## src/rtl/ap_pkg.sv

```systemverilog
// Shared types and defaults for the 16-bit accumulator processor.
package ap_pkg;

  localparam int unsigned INST_W = 16;
  localparam int unsigned DEFAULT_ADDR_W = 16;
  localparam logic [15:0] DEFAULT_RESET_PC = 16'h0000;

  typedef enum logic [1:0] {
    IDLE,
    FETCH,
    HOLD
  } fetch_state_t;

endpackage

```

## src/rtl/inst_fetch_unit.sv

```systemverilog
// Instruction fetch unit: owns the PC, reads instruction memory (req/ack), hands words to the IR.
// Optional FETCH_COUNT_EN adds o_fetch_count, a wrapping count of accepted instructions.
module inst_fetch_unit
  import ap_pkg::*;
#(
  parameter int unsigned         ADDR_W   = DEFAULT_ADDR_W,
  parameter logic [ADDR_W-1:0]   RESET_PC = ADDR_W'(DEFAULT_RESET_PC)
) (
  input  logic              i_clk,
  input  logic              i_rst,
  output logic              o_mem_req,
  output logic [ADDR_W-1:0] o_mem_addr,
  input  logic              i_mem_ack,
  input  logic [INST_W-1:0] i_mem_rdata,
  output logic [INST_W-1:0] o_inst,
  output logic [ADDR_W-1:0] o_inst_pc,
  output logic              o_inst_valid,
  input  logic              i_inst_ready,
  input  logic              i_redirect,
  input  logic [ADDR_W-1:0] i_redirect_pc
`ifdef FETCH_COUNT_EN
  ,
  output logic [15:0]       o_fetch_count
`endif
);

  fetch_state_t      r_state, w_state_next;
  logic [ADDR_W-1:0] r_pc, w_pc_next;
  logic [INST_W-1:0] r_inst;
  logic [ADDR_W-1:0] r_inst_pc;
  logic              r_inst_valid, w_valid_next;
  logic              w_load_inst;
  logic              w_accept;

  // The IR handshake counts even when a redirect lands in the same cycle.
  assign w_accept = (r_state == HOLD) && r_inst_valid && i_inst_ready;

  always_comb begin
    w_state_next = r_state;
    w_pc_next    = r_pc;
    w_valid_next = r_inst_valid;
    w_load_inst  = 1'b0;
    unique case (r_state)
      IDLE: w_state_next = FETCH;
      FETCH: begin
        if (i_mem_ack) begin
          w_load_inst  = 1'b1;
          w_valid_next = 1'b1;
          w_state_next = HOLD;
        end
      end
      HOLD: begin
        if (w_accept) begin
          w_pc_next    = r_pc + {{(ADDR_W-1){1'b0}}, 1'b1};
          w_valid_next = 1'b0;
          w_state_next = FETCH;
        end
      end
      default: w_state_next = IDLE;
    endcase
    // Redirect discards any ack arriving in the same cycle.
    if (i_redirect) begin
      w_pc_next    = i_redirect_pc;
      w_valid_next = 1'b0;
      w_load_inst  = 1'b0;
      w_state_next = FETCH;
    end
  end

  always_ff @(posedge i_clk) begin
    if (i_rst) begin
      r_state      <= IDLE;
      r_pc         <= RESET_PC;
      r_inst       <= '0;
      r_inst_pc    <= '0;
      r_inst_valid <= 1'b0;
    end else begin
      r_state      <= w_state_next;
      r_pc         <= w_pc_next;
      r_inst_valid <= w_valid_next;
      if (w_load_inst) begin
        r_inst    <= i_mem_rdata;
        r_inst_pc <= r_pc;
      end
    end
  end

  assign o_mem_req    = (r_state == FETCH);
  assign o_mem_addr   = r_pc;
  assign o_inst       = r_inst;
  assign o_inst_pc    = r_inst_pc;
  assign o_inst_valid = r_inst_valid;

`ifdef FETCH_COUNT_EN
  logic [15:0] r_fetch_count;

  always_ff @(posedge i_clk) begin
    if (i_rst) begin
      r_fetch_count <= '0;
    end else if (w_accept) begin
      r_fetch_count <= r_fetch_count + 16'd1;
    end
  end

  assign o_fetch_count = r_fetch_count;
`else
  // No handshake counter in this build.
`endif

endmodule

```

## config.mk

```make
export PLATFORM = sky130hd
export DESIGN_NAME = inst_fetch_unit
export DESIGN_NICKNAME = d
export VERILOG_FILES = /design/src/rtl/ap_pkg.sv /design/src/rtl/inst_fetch_unit.sv
export SDC_FILE = /design/constraint.sdc
export NUM_CORES = 1
export LEC_CHECK = 0
export ABC_CLOCK_PERIOD_IN_PS = 3600
export CORE_AREA = 8 8 75 77
export CTS_CLUSTER_DIAMETER = 200
export DETAILED_ROUTE_END_ITERATION = 6
export DIE_AREA = 0 0 83 85
export DONT_BUFFER_PORTS = 1
export GPL_ROUTABILITY_DRIVEN = 0
export GPL_TIMING_DRIVEN = 0
export SLEW_MARGIN = 20
export SYNTH_ARGS = -nofsm -noshare
export SYNTH_HDL_FRONTEND = slang
export SYNTH_SLANG_ARGS = --single-unit
```

## constraint.sdc

```tcl
create_clock -name i_clk -period 3.6 [get_ports i_clk]
set_input_delay 1.08 -clock i_clk [delete_from_list [all_inputs] [get_ports i_clk]]
set_output_delay 1.08 -clock i_clk [all_outputs]
set_load 0.01 [all_outputs]
```

# ---- Word level (Yosys, flattened, before mapping)
# Index checks and enable logic that the tools add are counted.
dict set report word_totals {
  register_bits 51
  input_bits 37
  out_inout_bits 50
  wordCells 37
}
dict set report op_classes {
  n_addsub 1
  n_eq_ne 6
  mux 13
  reduce_logical 11
}
# operator count
set op_table {}
lappend op_table {{$mux W16} 3}
lappend op_table {{$add A16 B1 Y16 const B} 1}
lappend op_table {{$mux W1} 6}
lappend op_table {{$pmux W2 S3} 1}
lappend op_table {{$reduce_and A2 Y1} 3}
lappend op_table {{$reduce_bool A2 Y1} 3}
lappend op_table {{$mux W2} 2}
lappend op_table {{$ne A3 B1 Y1 const B} 1}
lappend op_table {{$ne A3 B3 Y1 const B} 1}
lappend op_table {{$reduce_and A3 Y1} 1}
lappend op_table {{$eq A2 B1 Y1 const B} 1}
lappend op_table {{$eq A2 B2 Y1 const B} 1}
lappend op_table {{$logic_and A1 B1 Y1} 2}
lappend op_table {{$logic_not A2 Y1} 1}
lappend op_table {{$ne A2 B1 Y1 const B} 1}
lappend op_table {{$ne A2 B2 Y1 const B} 1}
lappend op_table {{$pmux W1 S2} 1}
lappend op_table {{$reduce_or A2 Y1} 1}

# ---- Depth between registers and ports, before layout
# Gate-level depths: netlist (run 1).
dict set report depth {
  depth_word 6
  ltp_mapped 5
  depth_no_buf 5
}

# ---- Worst setup path after synthesis (run 1)
# No wires, ideal clock.
dict set report synth_path {
  kind {input port to flip-flop}
  start {input port i_inst_ready}
  end {register r_pc[3], in the netlist o_mem_addr[3]}
  setup_ns 0.091
  arrival_time_ns 1.991
  required_time_ns 3.509
  slack_ns 1.518
  stages 4
  n_path_buf 1
  cell_sequence {nand4b_4 buf_6 or3_1 a311oi_1}
}
dict set report synth_via {
  elab_chain_cells 3
}
# item line
set synth_rtl {}
lappend synth_rtl {{start: declaration} inst_fetch_unit.sv:18} ;# input logic i_inst_ready,
lappend synth_rtl {{$logic_and A1 B1 Y1} inst_fetch_unit.sv:36} ;# assign w_accept = (r_state == HOLD) && r_inst_valid && i_inst_ready;
lappend synth_rtl {{$reduce_bool A2 Y1 (no line)} --}
lappend synth_rtl {{$reduce_and A2 Y1 (no line)} --}
lappend synth_rtl {{end signal: assignment} inst_fetch_unit.sv:79} ;# r_pc <= w_pc_next;
lappend synth_rtl {{end: declaration} inst_fetch_unit.sv:28} ;# logic [ADDR_W-1:0] r_pc, w_pc_next;
# No other way between the ends.
# A chain may end at the register's enable or synchronous reset.

# ---- Worst setup path after layout (run 1)
dict set report layout_path {
  start {register r_state[1]}
  end {output port o_mem_req}
}
dict set report layout_via {
  elab_chain_cells 1
}
# item line
set layout_rtl {}
lappend layout_rtl {{start: declaration} inst_fetch_unit.sv:27} ;# fetch_state_t r_state, w_state_next;
lappend layout_rtl {{start signal: assignment} inst_fetch_unit.sv:78} ;# r_state <= w_state_next;
lappend layout_rtl {{$eq A2 B1 Y1} inst_fetch_unit.sv:88} ;# assign o_mem_req = (r_state == FETCH);
lappend layout_rtl {{end: declaration} inst_fetch_unit.sv:11} ;# output logic o_mem_req,
# No other way between the ends.

==> impl_metrics.ini, run 1 <==
[clock_tree]
ctsResizeCount = 0
cts_tree = yes
cts_buffers = 5
clock_sinks = 51
post-cts-setup-buffer-count = 0
root_buffer = clkbuf_8
cts_htree_levels = 2
hold_buffers = 0
clk_latency_ps = 300
clk_pin_slew_ps = 90
max-clock-path-buffers = 2

[floorplan]
design.core.area_um2 = 4536
num_io_pins = 87
start_util_pct = 48.06
die_area_um2 = 7055
rows = 25
fp.dieH_um = 85
die_w_um = 83

[setup_path]
cpPeakStageDelay_ps = 420
worstPathCellList = and2b_1
cp.required_ps = 2520
slowest_stage = dfxtp_1
endpoint_kind = primary output
cp_top_family = flip-flops
critPathBufInv = 0
crit_fanout = 5
worst-setup-path-type = flip-flop to primary output
worst_ep_arrival_time_ps = 970
start_kind = flip-flop

[placement]
dp.cells = 319
place_ws_ps = 1294
port_buffers = 0
dpl-instance-area_um2 = 2247
hpwl_um = 4321

[cells_and_area]
drive_gt1_share_pct = 7.353
final_common_cell = nand2_1
final_cell_mix = 75 x nand2_1, 51 x dfxtp_1, 38 x a21oi_1
areaGrowthSynthToFinish_pct = 6.888
stdcell_count = 326
finalInstanceArea_um2 = 2330
antennaDiodeCount = 0
final_nets = 310

[outcome]
status = complete, no violations

[pwr]
pwr-share-comb_pct = 7.2
fin_total_pwr_mw = 1.017
power_density_nw_per_um2 = 436.6
clkPwrFrac_pct = 31.1
peakVddDrop_uv = 162.3
switching_power_uw = 269.2
leakagePower_nw = 0.7478
power_switching_share_pct = 26.47
p_int_uw = 747.9
seqPwrFrac_pct = 61.7

[synth]
synth_top_area_share_pct = 46.84
synth_cells = 265
ys_async_sr_fraction_pct = 0
syn_area_per_cell_um2 = 8.225
ys_types = 38
synth-seq-cells = 51
synthTopCellsByArea = dfxtp_1 47%, nand2_1 13%, a21oi_1 8.7%
synth.largest_area_cell = dfxtp_1
syn-cell-area_um2 = 2180
synth_edf_count = 0
yosys_warnings = 0
synthesis.nets = 303
yosysSeqAreaShare_pct = 46.84
synth_ff_type = dfxtp_1

[global_route]
grt_pass1_vias = 1707
antenna_found_initial = 0
grt_pass1_wl_um = 9280
grt_overflow_total = 0
grt_max_degree = 16
track_usage_pct = 15.83

[sta]
tightest_slew_ps = 542.3
setup_tns_ps = 0
clock_skew_ps = 5.322
worst_slack_ps = 1546
slew_headroom_pct = 63.85
slew_violations = 0
fin_crit_sh_pct = 57.06
setup_viol = 0
min_period_ps = 2054
rsz0062_at_grt = false
finalHoldViolations = 0
fmax_mhz = 486.9

[detailed_routing]
top_layer = met4
routed-wl-met3_um = 461
post-route-drc-count = 0
viasPerCell = 5.607
vias = 1828
dr.pass1.iters = 4
wl_per_cell_um = 17.42
drt_iter0_drc = 118
drt-met1-wl_um = 2441
met2WireLength_um = 2710
ant_nets = 0
routed_wl_um = 5679

[run]
drv_cap = 0

[worst_hold_path]
hold_path_class = flip-flop to flip-flop
==> cell families (layout without fill, tap and decap cells) <==
kind of cell,count (synthesis),in the layout,synth area share [%]
adder cells (fa/ha/maj),1,1,0.5740
buffers and inverters,22,29,4.133
XOR/XNOR,10,10,4.018
multiplexers,2,2,0.9759
flip-flops,51,51,46.84
AND/OR/NAND/NOR,121,121,27.79
AO/OA/AOI/OAI,58,58,15.67
==> cell usage after synthesis, types with 3 or more instances <==
cell	instances
nand2_1	75
dfxtp_1	51
a21oi_1	38
nor2_1	15
clkbuf_1	12
xnor2_1	10
inv_1	7
a211oi_1	6
nand3_1	6
o21ai_0	6
nor4_2	5
nor3_1	3
nor3_2	3
==> layout make-up <==
cell class	instances	area, um^2
inverters	7	26.28
multi-input cells	192	1069
clock inverters	2	13.76
flip-flops and latches	51	1021
clock buffers	5	68.82
plain buffers	15	63.81
fillers	479	2206
well taps	54	67.56
==> per-stage QoR <==
stage	util, %	hold slack, ps
after floorplan	-	480.5
after global placement	49.54	493.5
after detailed placement	49.54	497.7
after CTS	51.37	510.7
after global routing	51.37	525.2
final	51.37	503.6
==> path summary, 6_finish.rpt <==
kind                               from                           to  slack, ps  cells past startpoint
max             r_state[1]$_SDFFE_PP0P_                    o_mem_req       1550                      1
min           o_inst_pc[8]$_SDFFE_PP0P_    o_inst_pc[8]$_SDFFE_PP0P_        500                      2
max reg2reg  o_mem_addr[2]$_SDFFE_PP0P_  o_mem_addr[13]$_SDFFE_PP0P_       1820                      4
min reg2reg   o_inst_pc[8]$_SDFFE_PP0P_    o_inst_pc[8]$_SDFFE_PP0P_        500                      2
==> metal layers <==
metal / GRT usage (%) / up-vias
li1: - / 907
met1: 19.50 / 858
met2: 24.54 / 57
met3: 6.705 / 6
met4: 4.473 / 0
met5: 0 / -
==> state kept, by name, indices dropped and copies added (netlist names) <==
register      cells
o_inst           16
o_inst_pc        16
o_mem_addr       16
r_state           2
o_inst_valid      1
==> power groups by stage <==
stage | sequential, mW | combinational (mW) | clock (mW)
6_report | 0.627 | 0.0734 | 0.316
5_1_grt | 0.632 | 0.0841 | 0.351
4_1_cts | 0.629 | 0.0747 | 0.326
3_5_place_dp | 0.642 | 0.0743 | 0
3_3_place_gp | 0.641 | 0.0735 | 0
2_1_floorplan | 0.631 | 0.0594 | 0
Power figures use the tool's default switching activity.
==> inputs of run 2 (changes only) <==
Settings changed: ABC_CLOCK_PERIOD_IN_PS 3600 to 1650, PLACE_DENSITY set to 0.67.
Clock period 3.6 ns to 1.65 ns, I/O delays scaled along.
==> impl_metrics.ini, run 2 (same netlist as run 1, synthesis figures left out) <==
[placement]
hpwl_um = 4259
dp.cells = 319
place_ws_ps = -63.54
port_buffers = 0

[floorplan]
design.core.area_um2 = 4536
start_util_pct = 48.06
fp.dieH_um = 85
num_io_pins = 87
die_area_um2 = 7055
rows = 25
die_w_um = 83

[setup_path]
start_kind = flip-flop
cpPeakStageDelay_ps = 350
worst_ep_arrival_time_ps = 1750
slowest_stage = dfxtp_1
endpoint_kind = flip-flop
crit_fanout = 10
cp_top_family = simple AND/OR/NAND/NOR gates
worstPathCellList = nand4b_4, buf_6, or3_1, a311oi_1
worst-setup-path-type = flip-flop to flip-flop
critPathBufInv = 1
cp.required_ps = 1860

[cells_and_area]
areaGrowthSynthToFinish_pct = 9.415
stdcell_count = 327
seqCellArea_um2 = 1036
drive_gt1_share_pct = 16.48
antennaDiodeCount = 0
fill_cells = 465
final_nets = 311
final_cell_mix = 74 x nand2_1, 39 x dfxtp_1, 38 x a21oi_1
multi_input_area_um2 = 1089
utilization_pct = 52.58
final_common_cell = nand2_1

[detailed_routing]
wl_per_cell_um = 17.16
routed_wl_um = 5610
vias = 1795
post-route-drc-count = 0
drt_iter0_drc = 110
viasPerCell = 5.489
ant_nets = 0
dr.pass1.iters = 4

[clock_tree]
clk_pin_slew_ps = 90
clock_sinks = 51
clk_latency_ps = 300
cts_buffers = 5
cts_tree = yes
cts_htree_levels = 2
max-clock-path-buffers = 2
root_buffer = clkbuf_8

[sta]
min_period_ps = 1548
worst_slack_ps = 101.8
setup_viol = 0
finalHoldViolations = 0
fin_crit_sh_pct = 93.83
slew_headroom_pct = 62.06
fmax_mhz = 645.9
slew_violations = 0
rsz0062_at_grt = false
tightest_slew_ps = 569.2
clock_skew_ps = 2.717

[pwr]
peakVddDrop_uv = 511.8
power_density_nw_per_um2 = 944.0
leakagePower_nw = 0.7926

[global_route]
antenna_found_initial = 0
grt_overflow_total = 0
grt_pass1_wl_um = 9239
track_usage_pct = 15.84
grt_pass1_vias = 1741
grt_max_degree = 15

[worst_hold_path]
hold_path_class = input port to flip-flop

[outcome]
status = complete, no violations

[run]
drv_cap = 0
run 2: metal layers:
metal,vias to the layer above,GRT usage (%),wire length [um]
met4,0,6.550,126
met2,54,26.45,2797
met3,11,6.513,473
met5,-,0,0
met1,821,17.34,2211
li1,909,-,-
run 2: final timing paths:
| check | startpoint | cells after the start | slack (ps) | end |
|---|---|---|---|---|
| min reg2reg | o_inst[0]$_SDFFE_PP0P_ | 2 | 510 | o_inst[0]$_SDFFE_PP0P_ |
| max | r_state[0]$_SDFFE_PP0P_ | 4 | 100 | o_mem_addr[3]$_SDFFE_PP0P_ |
| min | i_mem_rdata[0] | 2 | 320 | o_inst[0]$_SDFFE_PP0P_ |
| max reg2reg | r_state[0]$_SDFFE_PP0P_ | 4 | 100 | o_mem_addr[3]$_SDFFE_PP0P_ |
run 2: layout make-up:
class	count	area share, %
buffer	15	2.991
sequential	51	43.44
timing repair buffer	1	0.3148
clock buffer	6	3.463
clock inverter	1	0.2099
multi-input combinational	192	45.65
inverter	7	1.102
tap	54	2.833
run 2: repair_timing:
| action | CTS | global route |
|---|---|---|
| hold buffers | 0 | 0 |
| endpoints found under the setup margin | 5 | 38 |
| gates resized for setup | 8 | 22 |
| pin swaps | 1 | 2 |
| buffers inserted | 0 | 1 |
run 2: where the power goes:
group          total (mW)  switching, mW  internal [mW]
Clock               0.714          0.385          0.330
Combinational       0.163         0.0986         0.0641
Sequential           1.37         0.0907           1.28
run 2: stage by stage:
step	cell area [um^2]	setup TNS (ps)	hold WS [ps]	power [mW]
finish	2385	0	321.1	2.251
global route	2385	0	298.5	2.366
CTS	2349	0	309.5	2.284
global placement	2247	-142.2	493.3	1.558
detailed placement	2247	-248.3	499.1	1.560
floorplan	2180	0	480.5	1.506
